===== src/rtl/dm_arb_pkg.sv =====
// Shared types and constants for the two-master data-memory arbiter.
package dm_arb_pkg;

  typedef enum logic [1:0] {
    IDLE   = 2'd0,
    ACCESS = 2'd1,
    DONE   = 2'd2
  } arb_state_e;

  localparam logic M_CPU = 1'b0;
  localparam logic M_DMA = 1'b1;

  localparam int unsigned MEM_LAT_DEFAULT = 1;

endpackage


===== src/rtl/dm_bus_arbiter_rr_pick2.sv =====
// Combinational two-way round-robin selector: on a tie the master that did
// not win last time is chosen.
module rr_pick2
  import dm_arb_pkg::*;
(
  input  logic [1:0] req,
  input  logic       last,
  output logic       valid,
  output logic       winner
);

  always_comb begin
    valid  = |req;
    winner = M_CPU;
    case (req)
      2'b01:   winner = M_CPU;
      2'b10:   winner = M_DMA;
      2'b11:   winner = ~last;
      default: winner = M_CPU;
    endcase
  end

endmodule


===== src/rtl/dm_bus_arbiter.sv =====
// Two-master arbiter/sequencer for the single-ported data memory: one word
// access at a time, strobes held MEM_LAT cycles, registered outputs.
module dm_bus_arbiter
  import dm_arb_pkg::*;
#(
  parameter int unsigned MEM_LAT = MEM_LAT_DEFAULT,
  parameter int unsigned AW      = 32,
  parameter int unsigned DW      = 32
) (
  input  logic          sys_clk,
  input  logic          sys_rst,
  input  logic          m0_req,
  input  logic          m0_wr,
  input  logic [AW-1:0] m0_addr,
  input  logic [DW-1:0] m0_wdata,
  output logic          m0_gnt,
  output logic          m0_done,
  input  logic          m1_req,
  input  logic          m1_wr,
  input  logic [AW-1:0] m1_addr,
  input  logic [DW-1:0] m1_wdata,
  output logic          m1_gnt,
  output logic          m1_done,
  output logic [DW-1:0] rdata,
  output logic          dm_cs,
  output logic          dm_wr,
  output logic          dm_rd,
  output logic [AW-1:0] Addr,
  output logic [DW-1:0] D_In,
  input  logic [DW-1:0] DY_dat,
  output logic          busy
);

  localparam int unsigned CW = $clog2(MEM_LAT + 1);

  arb_state_e    state_q, state_d;
  logic          last_q, last_d;
  logic          win_q, win_d;
  logic [CW-1:0] cnt_q, cnt_d;
  logic [1:0]    gnt_q, gnt_d;
  logic [1:0]    done_q, done_d;
  logic          cs_q, cs_d;
  logic          wr_q, wr_d;
  logic          rd_q, rd_d;
  logic [AW-1:0] addr_q, addr_d;
  logic [DW-1:0] din_q, din_d;
  logic [DW-1:0] rdata_q, rdata_d;
  logic          busy_q, busy_d;

  logic          pick_valid;
  logic          pick_winner;
  logic          sel_wr;

  rr_pick2 u_pick (
    .req    ({m1_req, m0_req}),
    .last   (last_q),
    .valid  (pick_valid),
    .winner (pick_winner)
  );

  assign sel_wr = (pick_winner == M_DMA) ? m1_wr : m0_wr;

  // The bus output registers double as the latched request: they are loaded
  // on grant, held through ACCESS and cleared when the access completes.
  always_comb begin
    state_d = state_q;
    last_d  = last_q;
    win_d   = win_q;
    cnt_d   = cnt_q;
    gnt_d   = '0;
    done_d  = '0;
    cs_d    = cs_q;
    wr_d    = wr_q;
    rd_d    = rd_q;
    addr_d  = addr_q;
    din_d   = din_q;
    rdata_d = rdata_q;

    case (state_q)
      IDLE: begin
        if (pick_valid) begin
          win_d              = pick_winner;
          last_d             = pick_winner;
          cnt_d              = CW'(MEM_LAT - 1);
          gnt_d[pick_winner] = 1'b1;
          cs_d               = 1'b1;
          wr_d               = sel_wr;
          rd_d               = ~sel_wr;
          addr_d             = (pick_winner == M_DMA) ? m1_addr : m0_addr;
          if (sel_wr) begin
            din_d = (pick_winner == M_DMA) ? m1_wdata : m0_wdata;
          end else begin
            din_d = '0;
          end
          state_d = ACCESS;
        end
      end
      ACCESS: begin
        if (cnt_q != '0) begin
          cnt_d = cnt_q - CW'(1);
        end else begin
          if (rd_q) begin
            rdata_d = DY_dat;
          end
          cs_d          = 1'b0;
          wr_d          = 1'b0;
          rd_d          = 1'b0;
          addr_d        = '0;
          din_d         = '0;
          done_d[win_q] = 1'b1;
          state_d       = DONE;
        end
      end
      DONE: begin
        state_d = IDLE;
      end
      default: begin
        state_d = IDLE;
      end
    endcase

    busy_d = (state_d != IDLE);
  end

  always_ff @(posedge sys_clk) begin
    if (!sys_rst) begin
      state_q <= IDLE;
      last_q  <= 1'b1;
      win_q   <= M_CPU;
      cnt_q   <= '0;
      gnt_q   <= '0;
      done_q  <= '0;
      cs_q    <= 1'b0;
      wr_q    <= 1'b0;
      rd_q    <= 1'b0;
      addr_q  <= '0;
      din_q   <= '0;
      rdata_q <= '0;
      busy_q  <= 1'b0;
    end else begin
      state_q <= state_d;
      last_q  <= last_d;
      win_q   <= win_d;
      cnt_q   <= cnt_d;
      gnt_q   <= gnt_d;
      done_q  <= done_d;
      cs_q    <= cs_d;
      wr_q    <= wr_d;
      rd_q    <= rd_d;
      addr_q  <= addr_d;
      din_q   <= din_d;
      rdata_q <= rdata_d;
      busy_q  <= busy_d;
    end
  end

  assign m0_gnt  = gnt_q[M_CPU];
  assign m1_gnt  = gnt_q[M_DMA];
  assign m0_done = done_q[M_CPU];
  assign m1_done = done_q[M_DMA];
  assign dm_cs   = cs_q;
  assign dm_wr   = wr_q;
  assign dm_rd   = rd_q;
  assign Addr    = addr_q;
  assign D_In    = din_q;
  assign rdata   = rdata_q;
  assign busy    = busy_q;

endmodule


===== config.mk =====
export PLATFORM = sky130hd
export DESIGN_NAME = dm_bus_arbiter
export DESIGN_NICKNAME = d
export VERILOG_FILES = /design/src/rtl/dm_arb_pkg.sv /design/src/rtl/dm_bus_arbiter_rr_pick2.sv /design/src/rtl/dm_bus_arbiter.sv
export SDC_FILE = /design/constraint.sdc
export NUM_CORES = 1
export LEC_CHECK = 0
export ABC_CLOCK_PERIOD_IN_PS = 1600
export CORE_ASPECT_RATIO = 1.25
export CORE_UTILIZATION = 33
export DETAILED_ROUTE_END_ITERATION = 10
export PLACE_DENSITY_LB_ADDON = 0.1
export SETUP_SLACK_MARGIN = 0.15
export SLEW_MARGIN = 20
export SYNTH_ARGS = -nofsm -noshare
export SYNTH_HDL_FRONTEND = slang
export SYNTH_HIERARCHICAL = 1
export SYNTH_SLANG_ARGS = --single-unit
export TNS_END_PERCENT = 1

===== constraint.sdc =====
create_clock -name sys_clk -period 1.6 [get_ports sys_clk]
set_input_delay 0.32 -clock sys_clk [delete_from_list [all_inputs] [get_ports sys_clk]]
set_output_delay 0.32 -clock sys_clk [all_outputs]
set_load 0.02 [all_outputs]

# Word-level counts from Yosys, hierarchy flattened
# Cells that the tools add are included.
# totals
latch_bits	0
ramBits	0
reg_bits	109
n_memories	0
mem_bits_ro	0
input_bits	166
wordCells	67
# classes
n_eq_ne	5
shifts	0
n_lt_le_gt_ge	4
bitwise_logic	5
reduce_logical	12
n_addsub	1
mux	27
n_div	0
n_mul	0
# op_table
op	count
$mux 32	6
$pmux 32 s2	2
$pmux 1 s2	5
$mux 1	9
$reduce_and 3->1	3
$not 1->1	5
$eq 2x2->1 const B	2
$lt 1x2->1 const B	2
$mux 2	2
$ne 2x2->1 const B	2
$pmux 2 s2	1
$reduce_and 2->1	2
$reduce_bool 2->1	2
$reduce_or 3->1	1
$demux 1 s1	2
$eq 2x1->1 const B	1
$ge 1x1->1 const B	2
$logic_and 1x1->1	2
$logic_not 2->1	1
$reduce_or 2->1	1
$sub 1x1->1 const B	1

# Depth between registers and ports, before layout
# Gate-level depths: netlist (run 1).
# logic_depth
depth_word	6
ltp_mapped	9
mapped_depth_nobuf	6

# Cells and area by module
# The synthesis (run 1) kept the hierarchy.
# modules_own_cells
module	cells_each	seq_area_each_um2	area_per_inst_um2	n_inst
dm_bus_arbiter	392	2162.1	4272.8	1
rr_pick2	2	0.0	13.8	1

# Least setup slack after synthesis (run 1)
# Ideal clock, no wire load.
# synth_path
path_type	input-to-reg
from	input m1_req
to	register din_q[10] (netlist: D_In[10])
path_slack_ns	-0.094
cell_stages	6
arrival_time_ns	1.626
path_cell_list	or2_1 o21bai_1 and2_1 buf_2 buf_1 o2bb2ai_2
# synth_between
elab_chain_cells	6
# synth_rtl
element	line_no	rtl
from (decl)	dm_bus_arbiter.sv:18	input logic m1_req,
$eq 2x2->1	dm_bus_arbiter_rr_pick2.sv:15	case (req)
$pmux 1 s2	dm_bus_arbiter_rr_pick2.sv:15	
$mux 32 / $mux 1 (equally long branches)	dm_bus_arbiter.sv:91, dm_bus_arbiter.sv:61	
$mux 32	dm_bus_arbiter.sv:90	if (sel_wr) begin
$mux 32	dm_bus_arbiter.sv:81	if (pick_valid) begin
$pmux 32 s2	dm_bus_arbiter.sv:79	case (state_q)
to (signal assigned)	dm_bus_arbiter.sv:151	din_q <= din_d;
to (decl)	dm_bus_arbiter.sv:46	logic [DW-1:0] din_q, din_d;
# Parallel ways exist; a longest one is shown, timed or not. The select of a mux whose other input is x is not followed.
# A chain may end at the register's enable or synchronous reset.

# Worst setup path after layout (run 1)
# layout_path
from	register last_q
to	register din_q[6] (netlist: D_In[6])
# layout_between
elab_chain_cells	6
# layout_rtl
element	line_no	rtl
from (decl)	dm_bus_arbiter.sv:37	logic last_q, last_d;
from (signal assigned)	dm_bus_arbiter.sv:142	last_q <= last_d;
$not 1->1 (*)	dm_bus_arbiter_rr_pick2.sv:18	2'b11: winner = ~last;
$pmux 1 s2 (*)	dm_bus_arbiter_rr_pick2.sv:15	
named net pick_winner	dm_bus_arbiter.sv:51	logic pick_winner;
$mux 32 / $mux 1 (equally long branches)	dm_bus_arbiter.sv:91, dm_bus_arbiter.sv:61	
$mux 32 (*)	dm_bus_arbiter.sv:90	
$mux 32 (*)	dm_bus_arbiter.sv:81	
$pmux 32 s2 (*)	dm_bus_arbiter.sv:79	
# Mark *: on every way through the listed nets, which the timed path passes. The rest lies on a longest branch. The select of a mux whose other input is x is not followed.

==> results of run 1 <==
-- path summary, 6_finish.rpt --
path / end / slack [ns] / cells past startpoint
setup / recovery: D_In[6] / 0.17 / 5
hold / removal: last_q / 0.34 / 3
setup reg to reg: D_In[6] / 0.17 / 5
hold reg to reg: done_q[0] / 0.43 / 1
-- kinds of logic after synthesis --
| group | Yosys count | synth area share [%] |
|---|---|---|
| AO/OA/AOI/OAI | 103 | 22.13 |
| multiplexers | 65 | 15.18 |
| buffers and inverters | 36 | 4.115 |
| AND/OR/NAND/NOR | 82 | 8.144 |
| flip-flops | 108 | 50.44 |
-- layout by cell type (no fill, tap or decap), types with 2 or more instances in the layout --
master           instances
nand3_1                  2
clkinv_4                 3
clkinv_2                 2
dfxtp_1                107
clkbuf_16               11
clkdlybuf4s50_1        162
buf_4                   10
buf_6                    5
and2_1                   2
buf_12                   9
o2bb2ai_1               34
nor2_1                   2
dlygate4sd2_1          105
nand2_1                 65
o2bb2ai_2               30
inv_6                    2
nor2b_1                  2
o21ai_0                  2
a21oi_1                 33
mux2i_1                 65
-- area by class of cell --
cell class,instances,area (µm²),area share [%]
clock buffers,9,225.2,2.977
clock inverters,6,48.80,0.6451
inverters,3,12.51,0.1654
multi-input cells,250,1979,26.17
flip-flops and latches,108,2163,28.60
well taps,168,210.2,2.779
repair buffers,295,2925,38.67
-- power by group --
group          internal (mW)  switching, mW
combinational          0.787          0.647
sequential              2.84         0.0897
clock                   1.06          0.995
-- what timing repair did --
action	CTS	global route
gates cloned	0	3
setup endpoints to repair	173	40
resized for setup	109	7
hold buffers	0	0
pin swaps	1	2
-- worst min-delay path, delay by kind of cell --
kind	cells	cell delay [ns]
AND/OR/NAND/NOR	1	0.06
buffers and inverters	2	0.26
-- routing by layer --
metal | global-route usage (%) | up-vias | routed length (µm)
li1 | - | 1958 | -
met1 | 20.29 | 1807 | 4961
met4 | 8.235 | 0 | 269
met5 | 0 | - | 0
met3 | 4.930 | 19 | 947
met2 | 35.96 | 158 | 7107
-- registers in the layout, indices dropped and copies added (netlist names) --
name     cells
dm_rd        1
dm_cs        1
win_q        1
rdata       32
dm_wr        1
Addr        32
gnt_q        2
D_In        32
last_q       1
busy         1
state_q      2
done_q       2
-- through the flow --
step / worst slack (ns) / util (%)
finish: 0.1654 / 59.74
detailed placement: -0.4138 / 57.86
CTS: 0.1220 / 59.05
global placement: -0.3759 / 57.86
floorplan: 0.06550 / -
global route: 0.08624 / 59.74
==> reports/qor.yml, run 1 <==
worstSetupStartpointType: "flop"
hold_path_class: "primary input to flop"
cts_max_path_buffers: 2
place_congestion: 0.7840
worstPathCellList: "a21boi_4, mux2i_1, nand2b_4, clkbuf_16, o2bb2ai_2"
fin_skew_ns: 0.009380
io_pins: 270
holdWs_ns: 0.3417
yosysTopAreaCellShare_pct: 50.44
numCtsBuffers: 9
slowest_delay_ns: 0.34
crit_path_end_kind: "flop"
leakage_nw: 3.284
synth_most_common_cell: "dfxtp_1"
crit_buf_inv: 1
crit_path_max_fanout: 6
crit_path_start: "last_q"
post_route_cells_drive_above_1_share_pct: 11.77
drt-total-wl_um: 13290
synthTopCellsByCount: "dfxtp_1 (108), mux2i_1 (65), nand2_1 (65), o2bb2ai_1 (35), a21oi_1 (33)"
initial_core_util_pct: 33.85
track_usage_pct: 19.14
drc: 0
max_cap_violations: 0
ir_worst_vdd_v: 0.0004680
async_flop_share_pct: 0
dpl.cell_count: 821
synth.cell_area_um2: 4287
wl_per_cell_um: 15.84
area_growth_pct: 76.47
grt_start_max_net_pins: 38
crit_required_ns: 1.84
setup_viol: 0
hold_violations: 0
grt_antenna_before_repair: 0
yosysSeqAreaShare_pct: 50.44
numPortBuffers: 269
ys_seq_elements: 108
die_area_um2: 13450
drt-initial-drc-count: 107
clock_sinks: 108
avgSynthCellArea_um2: 10.88
arrival_ns: 1.67
crit_slowest_cell: "dfxtp_2"
synth_flop_cell: "dfxtp_1"
yosys_warnings: 6
clk_latency_ns: 0.35
grt_pass1_vias: 3975
cts_root_buf: "clkbuf_16"
final.period_utilization_pct: 89.66
syn_inst: 394
grt_pass1_wl_um: 20250
rsz0062_at_grt: "true"
slew_headroom_pct: 75.62
worst_slew_pin_slew_ns: 0.3657
synth_fp_nets: 560
synth_edf_count: 0
nFillCells: 1152
clkTransAtPathRegs_ns: 0.07
powerDensity_nw_per_um2: 849.6
final_cell_area_um2: 7565
dr.pass1.iters: 4
crit_family: "flip-flops"
die-width_um: 103.9
nets: 833
dp_hpwl_um: 10030
hold_path.startpoint: "sys_rst"
coreArea_um2: 12660
maxSlewViolCount: 0
outcome: "completed"
post_cts_buffers: 0
viasPerCell: 4.698
die_y_um: 129.4
core.rowCount: 46
htree_levels: 3
tns_ns: 0
ys_types: 29
synth.area.top_cells: "dfxtp_1 (50%), mux2i_1 (15%), o2bb2ai_2 (10%)"
instances_no_fill: 839
antenna_cells: 0
ant_nets: 0
placed_cell_area_um2: 7326
post-route-min-period_ns: 1.435
vias: 3942
grt_overflow_total: 0
cts_tree: "yes"
rr_startpoint: "last_q"
power_mw: 6.427
synth_area_leader_cell: "dfxtp_1"
fmax_mhz: 697.1
criticalPathCategory: "flop to flop"
(Power assumes the default switching activity.)
==> inputs of run 2 (changes only) <==
--- a/config.mk
+++ b/config.mk
@@ -9,7 +9,7 @@
 export CORE_ASPECT_RATIO = 1.25
 export CORE_UTILIZATION = 33
 export DETAILED_ROUTE_END_ITERATION = 10
-export PLACE_DENSITY_LB_ADDON = 0.1
+export PLACE_DENSITY = 0.82
 export SETUP_SLACK_MARGIN = 0.15
 export SLEW_MARGIN = 20
 export SYNTH_ARGS = -nofsm -noshare
==> reports/qor.yml, run 2 (synthesis gave the netlist of run 1 again) <==
outcome: "completed"
utilization_pct: 59.89  # +0.15 points
cts_max_path_buffers: 2  # unchanged
power_mw: 6.450  # +0.35%
drc: 0  # unchanged
grt_start_max_net_pins: 36  # -5.3%
clock_sinks: 108  # unchanged
hold_path_class: "flop to flop"
hold_end: "done_q[0]"
cts_tree: "yes"
max_cap_violations: 0  # unchanged
tns_ns: 0  # unchanged
place_congestion: 0.7931  # +1.2%
fin_skew_ns: 0.008850  # -0.0005297 ns
crit_path_frequent_cell: "buf_4"
core.rowCount: 46  # unchanged
final.period_utilization_pct: 92.73  # +3.1 points
drt-total-wl_um: 13370  # +0.66%
crit_required_ns: 1.82  # -0.02 ns
grt_pass1_vias: 4047  # +1.8%
grt_overflow_total: 0  # unchanged
crit_path_max_fanout: 8  # +2
hold_violations: 0  # unchanged
wl_per_cell_um: 15.86  # +0.18%
timing.rr.end: "Addr[21]"
rsz0062_at_grt: "true"
drt-initial-drc-count: 119  # +11%
io_pins: 270  # unchanged
worstSetupStartpointType: "flop"
track_usage_pct: 18.81  # -0.33 points
clkTransAtPathRegs_ns: 0.07  # about the same
die_y_um: 129.4  # unchanged
die_area_um2: 13450  # unchanged
fmax_mhz: 674.0  # -3.3%
post-route-min-period_ns: 1.484  # +0.04911 ns
leakage_nw: 3.281  # about the same
ff2ff_setup_slack_ns: 0.12  # -0.05 ns
numPortBuffers: 269  # unchanged
setup_viol: 0  # unchanged
post_route_cells_drive_above_1_share_pct: 13.04  # +1.3 points
slew_headroom_pct: 75.96  # +0.34 points
grt_pass1_wl_um: 19910  # -1.7%
htree_levels: 3  # unchanged
clk_latency_ns: 0.34  # about the same
coreArea_um2: 12660  # unchanged
slowest_delay_ns: 0.34  # about the same
worstPathCellList: "a21boi_4, buf_4, buf_4, buf_6, mux2i_1, o2bb2ai_1"
ant_nets: 0  # unchanged
crit_slowest_cell: "dfxtp_2"
die-width_um: 103.9  # unchanged
vias: 4021  # +2.0%
powerDensity_nw_per_um2: 850.5  # +0.10%
layout_commonest_cell: "clkdlybuf4s50_1"
dr.pass1.iters: 4  # unchanged
most-common-layout-cells: "clkdlybuf4s50_1 (163), dfxtp_1 (107), dlygate4sd2_1 (106), nand2_1 (65), mux2i_1 (60)"
crit_path_end_kind: "flop"
rr_startpoint: "last_q"
cts_root_buf: "clkbuf_16"
min_path_cells: 1  # -2
nets: 837  # +0.48%
hold_path.startpoint: "win_q"
antenna_cells: 0  # unchanged
ff2ff_path_depth: 6  # +1
numCtsBuffers: 9  # unchanged
worst_slew_pin_slew_ns: 0.3606  # -0.005157 ns
ir_worst_vdd_v: 0.0004855  # +3.7%
arrival_ns: 1.70  # +0.03 ns
area_growth_pct: 76.91
criticalPathCategory: "flop to flop"
maxSlewViolCount: 0  # unchanged
viasPerCell: 4.770  # +1.5%
initial_core_util_pct: 33.85  # unchanged
grt_antenna_before_repair: 0  # unchanged
dp_hpwl_um: 10080  # +0.47%
## run 2: cell types whose count changed in the layout (fill, tap and decap cells not counted), sizes merged
cell and delta:
buf +4, clkdlybuf4s15 -1, clkdlybuf4s50 +1, clkinv -1
clkinvlp +1, dlygate4sd2 +1, dlymetal6s2s -1
## run 2: where the power goes
group          switching (mW)  internal (mW)
clock                   0.991           1.07
combinational           0.656          0.797
sequential             0.0943           2.84
total                    1.74           4.71
## run 2: final cells by class
cell class | instances | area [µm²]
Clock buffer | 9 | 225.2
Timing Repair Buffer | 299 | 2915
Multi-Input combinational cell | 250 | 2007
Tap cell | 168 | 210.2
Sequential cell | 108 | 2163
Inverter | 3 | 12.51
Clock inverter | 6 | 50.05
Fill cell | 1075 | 5079
## run 2: layer usage
| metal | up-vias | GRT usage (%) | routed length (µm) |
|---|---|---|---|
| met5 | - | 0 | 0 |
| met4 | 0 | 5.714 | 172 |
| met3 | 12 | 5.282 | 885 |
| met2 | 165 | 35.92 | 7145 |
| met1 | 1878 | 20.10 | 5171 |
| li1 | 1966 | - | - |
## run 2: timing repair
action	CTS	global route
buffers inserted	0	3
hold buffers	0	0
endpoints found under the setup margin	173	64
gates cloned	0	3
resized for setup	113	4
pin swaps	1	1
## run 2: worst max-delay path by stage
stage,slack [ns],cells past startpoint,startpoint,to
2_1_floorplan,0.07,6,m1_req,Addr[19]
3_3_place_gp,-0.44,6,m1_req,D_In[28]
3_5_place_dp,-0.48,6,m1_req,D_In[28]
4_1_cts,0.09,5,last_q,D_In[28]
5_1_grt,0.04,6,last_q,Addr[5]
6_report,0.12,6,last_q,Addr[21]
## run 2: stage by stage
stage	std cells	instance area [µm²]	setup WS, ns	hold WS, ns
after floorplan	394	4292	0.06550	0.3918
after global placement	822	7308	-0.4360	0.4147
after detailed placement	822	7308	-0.4767	0.4359
after CTS	837	7482	0.09078	0.4483
after global routing	843	7584	0.03617	0.4665
final	843	7584	0.1163	0.4503
## run 2: critical path, delay by kind of cell (launching register included)
| kind | cells | cell delay, ns |
|---|---|---|
| compound gates | 2 | 0.35 |
| buf+inv | 3 | 0.45 |
| flops | 1 | 0.34 |
| mux | 1 | 0.22 |
==> inputs of run 3 (changes only) <==
--- a/config.mk
+++ b/config.mk
@@ -6,7 +6,7 @@
 export NUM_CORES = 1
 export LEC_CHECK = 0
 export ABC_CLOCK_PERIOD_IN_PS = 1600
-export CORE_ASPECT_RATIO = 1.25
+export CORE_ASPECT_RATIO = 1.1
 export CORE_UTILIZATION = 33
 export DETAILED_ROUTE_END_ITERATION = 10
 export PLACE_DENSITY = 0.82
==> reports/qor.yml, run 3 (synthesis gave the netlist of run 1 again) <==
ff2ff_path_depth: 6  # unchanged
grt_pass1_vias: 4145  # +2.4%
leakage_nw: 3.325  # +1.3%
layout_commonest_cell: "clkdlybuf4s50_1"
p_clk_share_pct: 32.3  # +0.4 points
cts_root_buf: "clkbuf_16"
p_seq_share_pct: 45.1  # -0.5 points
numPortBuffers: 269  # unchanged
crit_path_end_kind: "flop"
comb_power_share_pct: 22.6  # about the same
grt_antenna_before_repair: 0  # unchanged
criticalPathCategory: "primary input to flop"
hold_end: "done_q[0]"
die_area_um2: 13450  # about the same
coreArea_um2: 12640  # -0.15%
hold_violations: 0  # unchanged
rsz0062_at_grt: "true"
dpl.cell_count: 812  # -1.2%
htree_levels: 3  # unchanged
viasPerCell: 4.868  # +2.1%
setup_slack_ns: 0.1463  # +0.03000 ns
initial_core_util_pct: 33.90  # +0.050 points
multi_input_area_um2: 2071  # +3.2%
place_congestion: 0.7967  # +0.45%
ir_worst_vdd_v: 0.0004715  # -2.9%
nFillCells: 1017  # -5.4%
track_usage_pct: 18.70  # -0.12 points
antenna_cells: 0  # unchanged
hold_path.startpoint: "win_q"
nets: 838  # +0.12%
ff2ff_setup_slack_ns: 0.15  # +0.03 ns
clock_sinks: 108  # unchanged
p_int_mw: 4.790  # +1.7%
dp_hpwl_um: 9950  # -1.3%
powerDensity_nw_per_um2: 850.2  # about the same
timing.rr.end: "D_In[10]"
numCtsBuffers: 9  # unchanged
p_sw_mw: 1.723  # -1.1%
grt_start_max_net_pins: 37  # +2.8%
tns_ns: 0  # unchanged
outcome: "completed"
die_y_um: 121.5  # -6.1%
core.rowCount: 43  # -6.5%
drt-initial-drc-count: 204  # +71%
arrival_ns: 1.72  # +0.02 ns
vias: 4060  # +0.97%
clkTransAtPathRegs_ns: 0.07  # about the same
most-common-layout-cells: "clkdlybuf4s50_1 (163), dfxtp_1 (107), dlygate4sd2_1 (104), nand2_1 (65), mux2i_1 (63)"
grt_overflow_total: 0  # unchanged
io_pins: 270  # unchanged
cts_tree: "yes"
min_path_cells: 1  # unchanged
dr.pass1.iters: 4  # unchanged
grt_pass1_wl_um: 20090  # +0.90%
drt-total-wl_um: 13280  # -0.71%
fmax_mhz: 687.9  # +2.1%
rr_startpoint: "state_q[1]"
ant_nets: 0  # unchanged
cts_max_path_buffers: 2  # unchanged
worstSetupStartpointType: "primary input"
slew_headroom_pct: 75.32  # -0.64 points
area_growth_pct: 78.69
max_cap_violations: 0  # unchanged
holdWs_ns: 0.4424  # -0.007813 ns
swShare_pct: 26.45  # -0.55 points
crit_required_ns: 1.87  # +0.05 ns
post_route_cells_drive_above_1_share_pct: 13.00  # -0.039 points
fin_skew_ns: 0.008420  # -0.0004305 ns
area.sequential_um2: 2166  # +0.12%
worst_slew_pin_slew_ns: 0.3702  # +0.009570 ns
pre_cts_ws_ns: -0.3593  # +0.1174 ns
setup_viol: 0  # unchanged
post-route-min-period_ns: 1.454  # -0.03000 ns
hold_path_class: "flop to flop"
instances_no_fill: 834  # -1.1%
die-width_um: 110.7  # +6.5%
ctsHoldBuffers: 0  # unchanged
wl_per_cell_um: 15.92  # +0.36%
clk_latency_ns: 0.34  # about the same
drc: 0  # unchanged
maxSlewViolCount: 0  # unchanged
final.period_utilization_pct: 90.86  # -1.9 points
crit_path_max_fanout: 7  # -1
## run 3: changes by cell type in the layout (fill, tap and decap cells not counted), sizes merged
| cell | delta |
|---|---|
| buf | +1 |
| dlymetal6s2s | +2 |
| clkbuf | +2 |
| clkinv | -1 |
| dlygate4sd2 | -2 |
## run 3: final cells by class
class / count / area share, %
clock buffers: 11 / 3.300
clock inverters: 5 / 0.4574
inverters: 3 / 0.1797
multi-input cells: 250 / 27.03
flip-flops and latches: 108 / 28.28
well taps: 157 / 2.565
repair buffers: 300 / 38.19
## run 3: per-stage QoR
stage,util (%),area (µm²),total power [mW]
floorplan,-,4292,3.615
global placement,57.65,7289,4.478
detailed placement,57.65,7289,4.500
CTS,58.95,7453,6.515
global route,60.58,7660,6.796
finish,60.58,7660,6.512
## run 3: per-layer routing
metal,global-route usage [%],share of wire (%)
met3,5.473,6.8
met4,6.417,1.5
met2,35.13,53
met1,19.95,38
met5,0,0
## run 3: worst max path at each step
stage                 start        to  slack (ns)  cells past startpoint
finish              sys_rst  D_In[10]        0.15                      7
global route         last_q  D_In[10]        0.09                      5
CTS                  m0_req  D_In[17]       -0.01                      7
detailed placement   m0_req  D_In[17]       -0.36                      7
global placement     m0_req   D_In[9]       -0.31                      7
floorplan            m1_req  Addr[19]        0.07                      6
## run 3: power by group through the flow
stage / sequential [mW] / clock (mW) / combinational (mW)
4_1_cts: 2.94 / 2.17 / 1.41
3_3_place_gp: 3.00 / 0 / 1.48
6_report: 2.94 / 2.10 / 1.47
2_1_floorplan: 3.17 / 0 / 0.446
5_1_grt: 2.96 / 2.28 / 1.55
3_5_place_dp: 3.00 / 0 / 1.50
## run 3: critical path: stages
cell	delay, ns
clkdlybuf4s50_1	0.50
inv_2	0.04
or3_4	0.35
inv_4	0.07
nand2b_4	0.10
clkbuf_16	0.20
o2bb2ai_4	0.13
## run 3: timing repair
item,4_1_cts,5_1_grt
cloned,0,3
pin swaps,3,10
buffers inserted,0,3
resized for setup,106,19
endpoints found under the setup margin,171,69
